## src/rtl/bram_loader_pkg.sv

```systemverilog
// -----------------------------------------------------------------------------
// bram_loader_pkg
//   Shared types and constants for the BRAM byte loader.
//   - state_t : loader FSM states (IDLE, RECV, WRITE, DONE)
//   - LANES   : byte lanes per BRAM word
//   - BYTE_W  : width of one stream byte
//   - WORD_W  : BRAM word width (LANES * BYTE_W)
//   - lane_bit(): one-hot write-enable bit for a lane index
// -----------------------------------------------------------------------------
package bram_loader_pkg;

    typedef enum logic [1:0] {
        IDLE  = 2'd0,
        RECV  = 2'd1,
        WRITE = 2'd2,
        DONE  = 2'd3
    } state_t;

    localparam int LANES  = 4;
    localparam int BYTE_W = 8;
    localparam int WORD_W = LANES * BYTE_W;

    // One-hot mask bit for the given lane.
    function automatic logic [LANES-1:0] lane_bit(input logic [1:0] lane);
        logic [LANES-1:0] m;
        m = 4'b0001 << lane;
        return m;
    endfunction

endpackage

```

## src/rtl/bram_byte_loader.sv

```systemverilog
// -----------------------------------------------------------------------------
// bram_byte_loader
//   Packs an 8-bit valid/ready/last byte stream little-endian into 32-bit
//   words and writes them through one BRAM port, starting at base_addr and
//   incrementing the word address (modulo 2^addr_width) per word.
//
// Ports
//   clk, reset            : rising-edge clock, asynchronous active-high reset
//   start, base_addr      : begin a load at base_addr (accepted in IDLE only)
//   byte_data/valid/last  : input byte stream; byte_ready accepts a byte
//   busy                  : load in progress (RECV/WRITE/DONE)
//   done                  : one-cycle pulse after the final write
//   wrapped               : sticky, word address rolled over to 0 this load
//   words_written         : BRAM writes issued in the current/last load
//   bram_clken/addr/we/data : BRAM write port; we lane i covers bits [8i+7:8i]
// -----------------------------------------------------------------------------
module bram_byte_loader
    import bram_loader_pkg::*;
#(
    parameter int addr_width = 12
) (
    input  logic                  clk,
    input  logic                  reset,
    input  logic                  start,
    input  logic [addr_width-1:0] base_addr,
    input  logic [BYTE_W-1:0]     byte_data,
    input  logic                  byte_valid,
    input  logic                  byte_last,
    output logic                  byte_ready,
    output logic                  busy,
    output logic                  done,
    output logic                  wrapped,
    output logic [addr_width:0]   words_written,
    output logic                  bram_clken,
    output logic [addr_width-1:0] bram_addr,
    output logic [LANES-1:0]      bram_we,
    output logic [WORD_W-1:0]     bram_data
);

    localparam logic [addr_width-1:0] ADDR_MAX = {addr_width{1'b1}};
    localparam logic [addr_width-1:0] ADDR_ONE = {{(addr_width-1){1'b0}}, 1'b1};
    localparam logic [addr_width:0]   CNT_ONE  = {{addr_width{1'b0}}, 1'b1};

    state_t                state_r, state_next_s;
    logic [addr_width-1:0] addr_r, addr_next_s;
    logic [1:0]            lane_r, lane_next_s;
    logic [LANES-1:0]      mask_r, mask_next_s;
    logic [WORD_W-1:0]     word_r, word_next_s;
    logic                  last_r, last_next_s;
    logic [addr_width:0]   ww_r, ww_next_s;
    logic                  wrapped_r, wrapped_next_s;
    logic                  accept_s;

    logic                  byte_ready_r, busy_r, done_r, bram_clken_r;
    logic [addr_width-1:0] bram_addr_r;
    logic [LANES-1:0]      bram_we_r;
    logic [WORD_W-1:0]     bram_data_r;

    logic                  byte_ready_s, busy_s, done_s, bram_clken_s;
    logic [addr_width-1:0] bram_addr_s;
    logic [LANES-1:0]      bram_we_s;
    logic [WORD_W-1:0]     bram_data_s;

    // byte_ready_r is high exactly while the FSM sits in RECV.
    assign accept_s = byte_valid & byte_ready_r;

    // State register.
    always_ff @(posedge clk or posedge reset) begin
        if (reset) begin
            state_r <= IDLE;
        end else begin
            state_r <= state_next_s;
        end
    end

    // Next-state logic.
    always_comb begin
        state_next_s = state_r;
        case (state_r)
            IDLE: begin
                if (start) begin
                    state_next_s = RECV;
                end else begin
                    state_next_s = IDLE;
                end
            end
            RECV: begin
                if (accept_s && ((lane_r == 2'd3) || byte_last)) begin
                    state_next_s = WRITE;
                end else begin
                    state_next_s = RECV;
                end
            end
            WRITE: begin
                if (last_r) begin
                    state_next_s = DONE;
                end else begin
                    state_next_s = RECV;
                end
            end
            DONE:    state_next_s = IDLE;
            default: state_next_s = IDLE;
        endcase
    end

    // Datapath next values: lane packing, address walk, counters.
    always_comb begin
        addr_next_s    = addr_r;
        lane_next_s    = lane_r;
        mask_next_s    = mask_r;
        word_next_s    = word_r;
        last_next_s    = last_r;
        ww_next_s      = ww_r;
        wrapped_next_s = wrapped_r;
        case (state_r)
            IDLE: begin
                if (start) begin
                    addr_next_s    = base_addr;
                    lane_next_s    = 2'd0;
                    mask_next_s    = {LANES{1'b0}};
                    word_next_s    = {WORD_W{1'b0}};
                    last_next_s    = 1'b0;
                    ww_next_s      = {(addr_width+1){1'b0}};
                    wrapped_next_s = 1'b0;
                end else begin
                    addr_next_s    = addr_r;
                end
            end
            RECV: begin
                if (accept_s) begin
                    case (lane_r)
                        2'd0:    word_next_s[7:0]   = byte_data;
                        2'd1:    word_next_s[15:8]  = byte_data;
                        2'd2:    word_next_s[23:16] = byte_data;
                        2'd3:    word_next_s[31:24] = byte_data;
                        default: word_next_s        = word_r;
                    endcase
                    mask_next_s = mask_r | lane_bit(lane_r);
                    lane_next_s = lane_r + 2'd1;
                    last_next_s = byte_last;
                end else begin
                    word_next_s = word_r;
                end
            end
            WRITE: begin
                ww_next_s   = ww_r + CNT_ONE;
                lane_next_s = 2'd0;
                mask_next_s = {LANES{1'b0}};
                word_next_s = {WORD_W{1'b0}};
                if (!last_r) begin
                    addr_next_s = addr_r + ADDR_ONE;
                    if (addr_r == ADDR_MAX) begin
                        wrapped_next_s = 1'b1;
                    end else begin
                        wrapped_next_s = wrapped_r;
                    end
                end else begin
                    addr_next_s = addr_r;
                end
            end
            DONE: begin
                last_next_s = 1'b0;
            end
            default: begin
                lane_next_s = 2'd0;
                mask_next_s = {LANES{1'b0}};
                word_next_s = {WORD_W{1'b0}};
            end
        endcase
    end

    // Datapath registers.
    always_ff @(posedge clk or posedge reset) begin
        if (reset) begin
            addr_r    <= {addr_width{1'b0}};
            lane_r    <= 2'd0;
            mask_r    <= {LANES{1'b0}};
            word_r    <= {WORD_W{1'b0}};
            last_r    <= 1'b0;
            ww_r      <= {(addr_width+1){1'b0}};
            wrapped_r <= 1'b0;
        end else begin
            addr_r    <= addr_next_s;
            lane_r    <= lane_next_s;
            mask_r    <= mask_next_s;
            word_r    <= word_next_s;
            last_r    <= last_next_s;
            ww_r      <= ww_next_s;
            wrapped_r <= wrapped_next_s;
        end
    end

    // Output decode from the upcoming state, so registered outputs line up
    // with the state they describe. Address/data only move on a write.
    always_comb begin
        byte_ready_s = (state_next_s == RECV);
        busy_s       = (state_next_s != IDLE);
        done_s       = (state_next_s == DONE);
        bram_clken_s = (state_next_s == WRITE);
        bram_addr_s  = bram_addr_r;
        bram_data_s  = bram_data_r;
        bram_we_s    = {LANES{1'b0}};
        if (state_next_s == WRITE) begin
            bram_we_s   = mask_next_s;
            bram_addr_s = addr_next_s;
            bram_data_s = word_next_s;
        end else begin
            bram_we_s   = {LANES{1'b0}};
        end
    end

    // Output registers.
    always_ff @(posedge clk or posedge reset) begin
        if (reset) begin
            byte_ready_r <= 1'b0;
            busy_r       <= 1'b0;
            done_r       <= 1'b0;
            bram_clken_r <= 1'b0;
            bram_addr_r  <= {addr_width{1'b0}};
            bram_we_r    <= {LANES{1'b0}};
            bram_data_r  <= {WORD_W{1'b0}};
        end else begin
            byte_ready_r <= byte_ready_s;
            busy_r       <= busy_s;
            done_r       <= done_s;
            bram_clken_r <= bram_clken_s;
            bram_addr_r  <= bram_addr_s;
            bram_we_r    <= bram_we_s;
            bram_data_r  <= bram_data_s;
        end
    end

    assign byte_ready    = byte_ready_r;
    assign busy          = busy_r;
    assign done          = done_r;
    assign wrapped       = wrapped_r;
    assign words_written = ww_r;
    assign bram_clken    = bram_clken_r;
    assign bram_addr     = bram_addr_r;
    assign bram_we       = bram_we_r;
    assign bram_data     = bram_data_r;

endmodule

```

## config.mk

```make
export PLATFORM = sky130hd
export DESIGN_NAME = bram_byte_loader
export DESIGN_NICKNAME = d
export VERILOG_FILES = /design/src/rtl/bram_loader_pkg.sv /design/src/rtl/bram_byte_loader.sv
export SDC_FILE = /design/constraint.sdc
export NUM_CORES = 1
export LEC_CHECK = 0
export ABC_AREA = 1
export CAP_MARGIN = 20
export CORE_ASPECT_RATIO = 0.9
export CORE_MARGIN = 2
export CORE_UTILIZATION = 25
export CTS_CLUSTER_SIZE = 8
export DETAILED_ROUTE_END_ITERATION = 8
export SYNTH_ARGS = -nofsm -noshare
export SYNTH_HDL_FRONTEND = slang
export SYNTH_SLANG_ARGS = --single-unit
```

## constraint.sdc

```tcl
create_clock -name clk -period 4.9 [get_ports clk]
set_input_delay 0.98 -clock clk [delete_from_list [all_inputs] [get_ports clk]]
set_output_delay 0.98 -clock clk [all_outputs]
set_load 0.005 [all_outputs]
```

======== Word-level counts from Yosys, hierarchy flattened ========
Cells that the tools add are included.
cells by class
  $add $sub $neg .......................... 3
  div/mod/pow operators ................... 0
  $lt $le $gt $ge ......................... 0
  mux-type cells .......................... 29
  multipliers ............................. 0
  reductions and logical operators ........ 12
  bitwise logic cells ..................... 2
  shift-type cells ........................ 1
  equal/unequal tests ..................... 14
operators by type and width
  cell                     count
  $pmux W32 S3             1
  $mux W32                 2
  $mux W8                  4
  $pmux W13 S2             1
  $mux W12                 2
  $pmux W12 S2             1
  $add A13 B1 Y13 const B  1
  $mux W13                 1
  $add A12 B1 Y12 const B  1
  $eq A12 B12 Y1 const B   1
  $eq A2 B2 Y1 const B     6
  $mux W4                  3
  $pmux W4 S3              1
  $mux W2                  4
  $ne A2 B2 Y1 const B     4
  $pmux W2 S4              1
  $eq A2 B1 Y1 const B     3
  $pmux W2 S3              1
  $reduce_and A3 Y1        2
  $reduce_bool A3 Y1       2
  $mux W1                  5
  $logic_not A2 Y1         2
  $or A4 B4 Y4             1
  $reduce_and A4 Y1        1
  9 further kinds          10
word-level totals
  bits in read-only memories .............. 0
  bits in latches ......................... 0
  memories ................................ 0
  register bits ........................... 119
  output and inout bits ................... 66
  RAM bits ................................ 0
  word-level logic and storage cells ...... 76

======== Depth between registers and ports, before layout ========
  word-level depth ........................ 7
  gate-level depth with buffers ........... 11
  mapped depth without buffers ............ 11

======== Least setup slack after synthesis ========
Ideal clock, no wire load.
  kind .................................... input port to flip-flop
  from .................................... input byte_valid
  to ...................................... register bram_data_r[10], in the netlist bram_data[10]
  slack ................................... 2862 ps
  arrival time ............................ 1922 ps
  stages .................................. 9
  buffers on the path ..................... 2
  library setup time ...................... 117 ps
  required time ........................... 4783 ps
  path through ............................ nand2_1 -> inv_1 -> o21ai_0 -> o21ai_2 -> nand2_4 -> buf_6 -> buf_4 -> nand2_1 -> nand2_1
between the ends
  cells in the longest elaborated chain, start to end .. 5
  elaborated cells on any way between the ends .. 7
RTL lines
  what                    line                     source
  start: declaration      bram_byte_loader.sv:27   input logic byte_valid,
  $and A1 B1 Y1 *         bram_byte_loader.sv:65   assign accept_s = byte_valid & byte_ready_r;
  $logic_and A1 B1 Y1     bram_byte_loader.sv:88   if (accept_s && ((lane_r == 2'd3) || byte_last)) begin
  $mux W2                 bram_byte_loader.sv:88
  $pmux W2 S4             bram_byte_loader.sv:79   case (state_r)
  $eq A2 B2 Y1            bram_byte_loader.sv:203  if (state_next_s == WRITE) begin
  end signal: assignment  bram_byte_loader.sv:221  bram_data_r <= {WORD_W{1'b0}};
  end signal: assignment  bram_byte_loader.sv:229  bram_data_r <= bram_data_s;
  end: declaration        bram_byte_loader.sv:57   logic [WORD_W-1:0] bram_data_r;
Every way passes the cells marked *; elsewhere a longest branch is shown, timed or not.
A chain may end at the register's enable or synchronous reset.

======== Worst setup path in the final report ========
  from .................................... input byte_valid
  to ...................................... register bram_data_r[21], in the netlist bram_data[21]
Same word-level chain as after synthesis.

==> results.sh <==
export IMPL_status="finished clean"
export IMPL_port_buffers=90
export IMPL_cts_buffers=17
export IMPL_grt_pass1_wl_um=22700
export IMPL_crit_type="input pin to flip-flop"
export IMPL_synth_common_cells="nand2_1 (196), dfrtp_1 (119), inv_1 (77)"
export IMPL_final_hold_viol_count=0
export IMPL_fillers=2132
export IMPL_path_max_fanout=49
export IMPL_cts_root_buf="clkbuf_16"
export IMPL_postRouteAntennaNets=0
export IMPL_synthCells=592
export IMPL_synth_fp_nets=627
export IMPL_synth_main_ff_cell="dfrtp_1"
export IMPL_p_sw_share_pct=34.8
export IMPL_multiInputGateArea_sq_um=1870
export IMPL_p_int_mw=2.55
export IMPL_drv_slew=0
export IMPL_yosys_area_top_type="dfrtp_1"
export IMPL_critPathArrivalTime_ns=3.60
export IMPL_htreeDepth=4
export IMPL_finalSetupViolations=0
export IMPL_grt_max_degree=107
export IMPL_clock_sinks=119
export IMPL_num_rows=50
export IMPL_seqCellArea_sq_um=2980
export IMPL_gp_congestion=0.858
export IMPL_die_w_um=157
export IMPL_area_delta_synth_final_pct=33.8
export IMPL_critPathLaunchType="input pin"
export IMPL_worst_slew_margin_rel_pct=42.0
export IMPL_clk_latency_ns=0.42
export IMPL_setup_tns_final_ns=0
export IMPL_synth_edf_count=0
export IMPL_netlist_area_sq_um=5250
export IMPL_fmax_ghz=0.308
export IMPL_core_sq_um=20700
export IMPL_pin_count=91
export IMPL_grt_setup_unrepaired="no"
export IMPL_yosysMostFrequentCell="nand2_1"
export IMPL_tritoncts="yes"
export IMPL_yosysSeqAreaShare_pct=56.7
export IMPL_diodes=0
export IMPL_cts_resized=0
export IMPL_worstPathRequired_ns=5.25
export IMPL_hpwl_um=9640
export IMPL_post_cts_setup_buffers=0
export IMPL_globalRouteOverflowTotal=0
export IMPL_layout_min_cycle_time_ns=3.25
export IMPL_drt_first_iter_violations=272
export IMPL_clk_pin_slew_ns=0.06
export IMPL_drt_total_wl_um=14100
export IMPL_holdBufCountCts=0
export IMPL_start_util_pct=25.3
export IMPL_avgViaCountPerCell=4.34
export IMPL_vdd_drop_max_mv=0.208
export IMPL_min_period_over_period_pct=66.3
export IMPL_synth_seq_cells=119
export IMPL_min_path_type="flip-flop to flip-flop"
export IMPL_whs_ns=0.479
export IMPL_maxCapViolations=0
export IMPL_clockBufferDepth=2
export IMPL_ys_top_cells_by_area="dfrtp_1 (57%), nand2_1 (14%), inv_1 (5.5%)"
export IMPL_nets=722
export IMPL_track_usage_pct=13.2
export IMPL_fin_skew_ns=0.0108
export IMPL_final_util_pct=33.9
export IMPL_endpoint_kind="flip-flop"
export IMPL_die_y_um=141
export IMPL_tightest_slew_ns=0.866
export IMPL_p_switching_mw=1.36
export IMPL_antenna_found_initial=0
export IMPL_num_vias=4284
export IMPL_first_pass_iters=5
export IMPL_p_clk_share_pct=31.9
export IMPL_grt_pass1_vias=4197
export IMPL_async_flop_share_pct=100
export IMPL_power_frac_comb_pct=30.7
export IMPL_p_per_area_nw_per_um2=556
export IMPL_synth_top_area_share_pct=56.7
export IMPL_synth_cell_types=34
export IMPL_p_leak_nw=3.27
export IMPL_pwr_share_seq_pct=37.4
export IMPL_drc=0
export IMPL_drive_gt1_share_pct=7.43
export IMPL_synth_warnings=0
export IMPL_avgSynthCellArea_sq_um=8.86
export IMPL_wl_per_cell_um=14.3
export IMPL_dieArea_sq_um=22200
-- cells by family (layout without fill, tap and decap cells) --
family | Yosys count | after routing | synth area share (%)
DFF | 119 | 119 | 56.7
buffers and inverters | 96 | 204 | 7.68
AOI/OAI and AO/OA | 81 | 81 | 10.6
and+or+nand+nor | 286 | 286 | 22.6
adders and majority gates | 10 | 10 | 2.38
-- flip-flops by register name, indices dropped and copies added (netlist names) --
signal,count
busy,1
bram_clken,1
words_written,13
word_r,32
done,1
addr_r,12
bram_we,4
bram_addr,12
lane_r,2
byte_ready,1
state_r,2
last_r,1
bram_data,32
mask_r,4
wrapped,1
-- critical path, stage by stage --
cell and delay [ns]:
clkdlybuf4s50_1 0.48, nand2_1 0.06, inv_1 0.34, o21ai_0 0.19
o21ai_2 0.26, nand2_4 0.34, inv_2 0.70, nand2_1 0.14
nand2_1 0.09
-- cell usage in the layout, fill, tap and decap left out, drive strengths merged, types with 5 or more instances in the layout --
master,instances
a21oi,16
a22oi,6
a31oi,5
clkbuf,17
clkdlybuf4s50,90
clkinv,6
dfrtp,119
ha,10
inv,87
nand2,198
nand3,28
nand4,11
nor2,35
nor3,13
o21ai,18
o22ai,32
-- metal layers --
layer / share of wire, % / vias up / global-route usage [%]
li1: - / 2106 / -
met5: 0 / - / 0
met3: 6.6 / 16 / 3.70
met4: 0.77 / 0 / 3.57
met2: 43 / 139 / 19.3
met1: 50 / 2023 / 19.0
-- power by group through the flow --
stage | combinational [mW] | clock [mW] | sequential [mW]
2_1_floorplan | 0.678 | 0 | 1.42
3_3_place_gp | 1.18 | 0 | 1.48
3_5_place_dp | 1.20 | 0 | 1.47
4_1_cts | 1.21 | 1.27 | 1.46
5_1_grt | 1.33 | 1.32 | 1.49
6_report | 1.20 | 1.25 | 1.46
-- area by class of cell --
| class | count | area share [%] |
|---|---|---|
| repair buffers | 91 | 13.1 |
| flip-flops and latches | 119 | 42.4 |
| clock buffers | 17 | 6.06 |
| well taps | 286 | 5.10 |
| inverters | 81 | 4.37 |
| multi-input cells | 377 | 26.6 |
| clock inverters | 15 | 2.35 |
-- final timing paths --
| path | startpoint | to | slack, ns | depth (start not counted) |
|---|---|---|---|---|
| worst max-delay path | byte_valid | bram_data[21] | 1.65 | 9 |
| worst min-delay path | bram_addr[8] | bram_addr[8] | 0.48 | 2 |
| worst max register to register | state_r[1] | bram_data[21] | 1.94 | 9 |
| worst min register to register | bram_addr[8] | bram_addr[8] | 0.48 | 2 |
| max in group asynchronous | reset | state_r[1] | 3.21 | 3 |
| min in group asynchronous | reset | bram_addr[9] | 0.86 | 2 |
-- stage by stage --
step | area [sq um] | power (mW) | instances | setup WS, ns
after floorplan | 5250 | 2.10 | 592 | 0.763
after global placement | 6430 | 2.65 | 954 | 1.19
after detailed placement | 6430 | 2.67 | 954 | 1.15
after CTS | 7020 | 3.94 | 986 | 1.58
after global routing | 7020 | 4.14 | 986 | 1.36
final | 7020 | 3.90 | 986 | 1.65
Note: power is estimated with default switching activity, not from simulation.
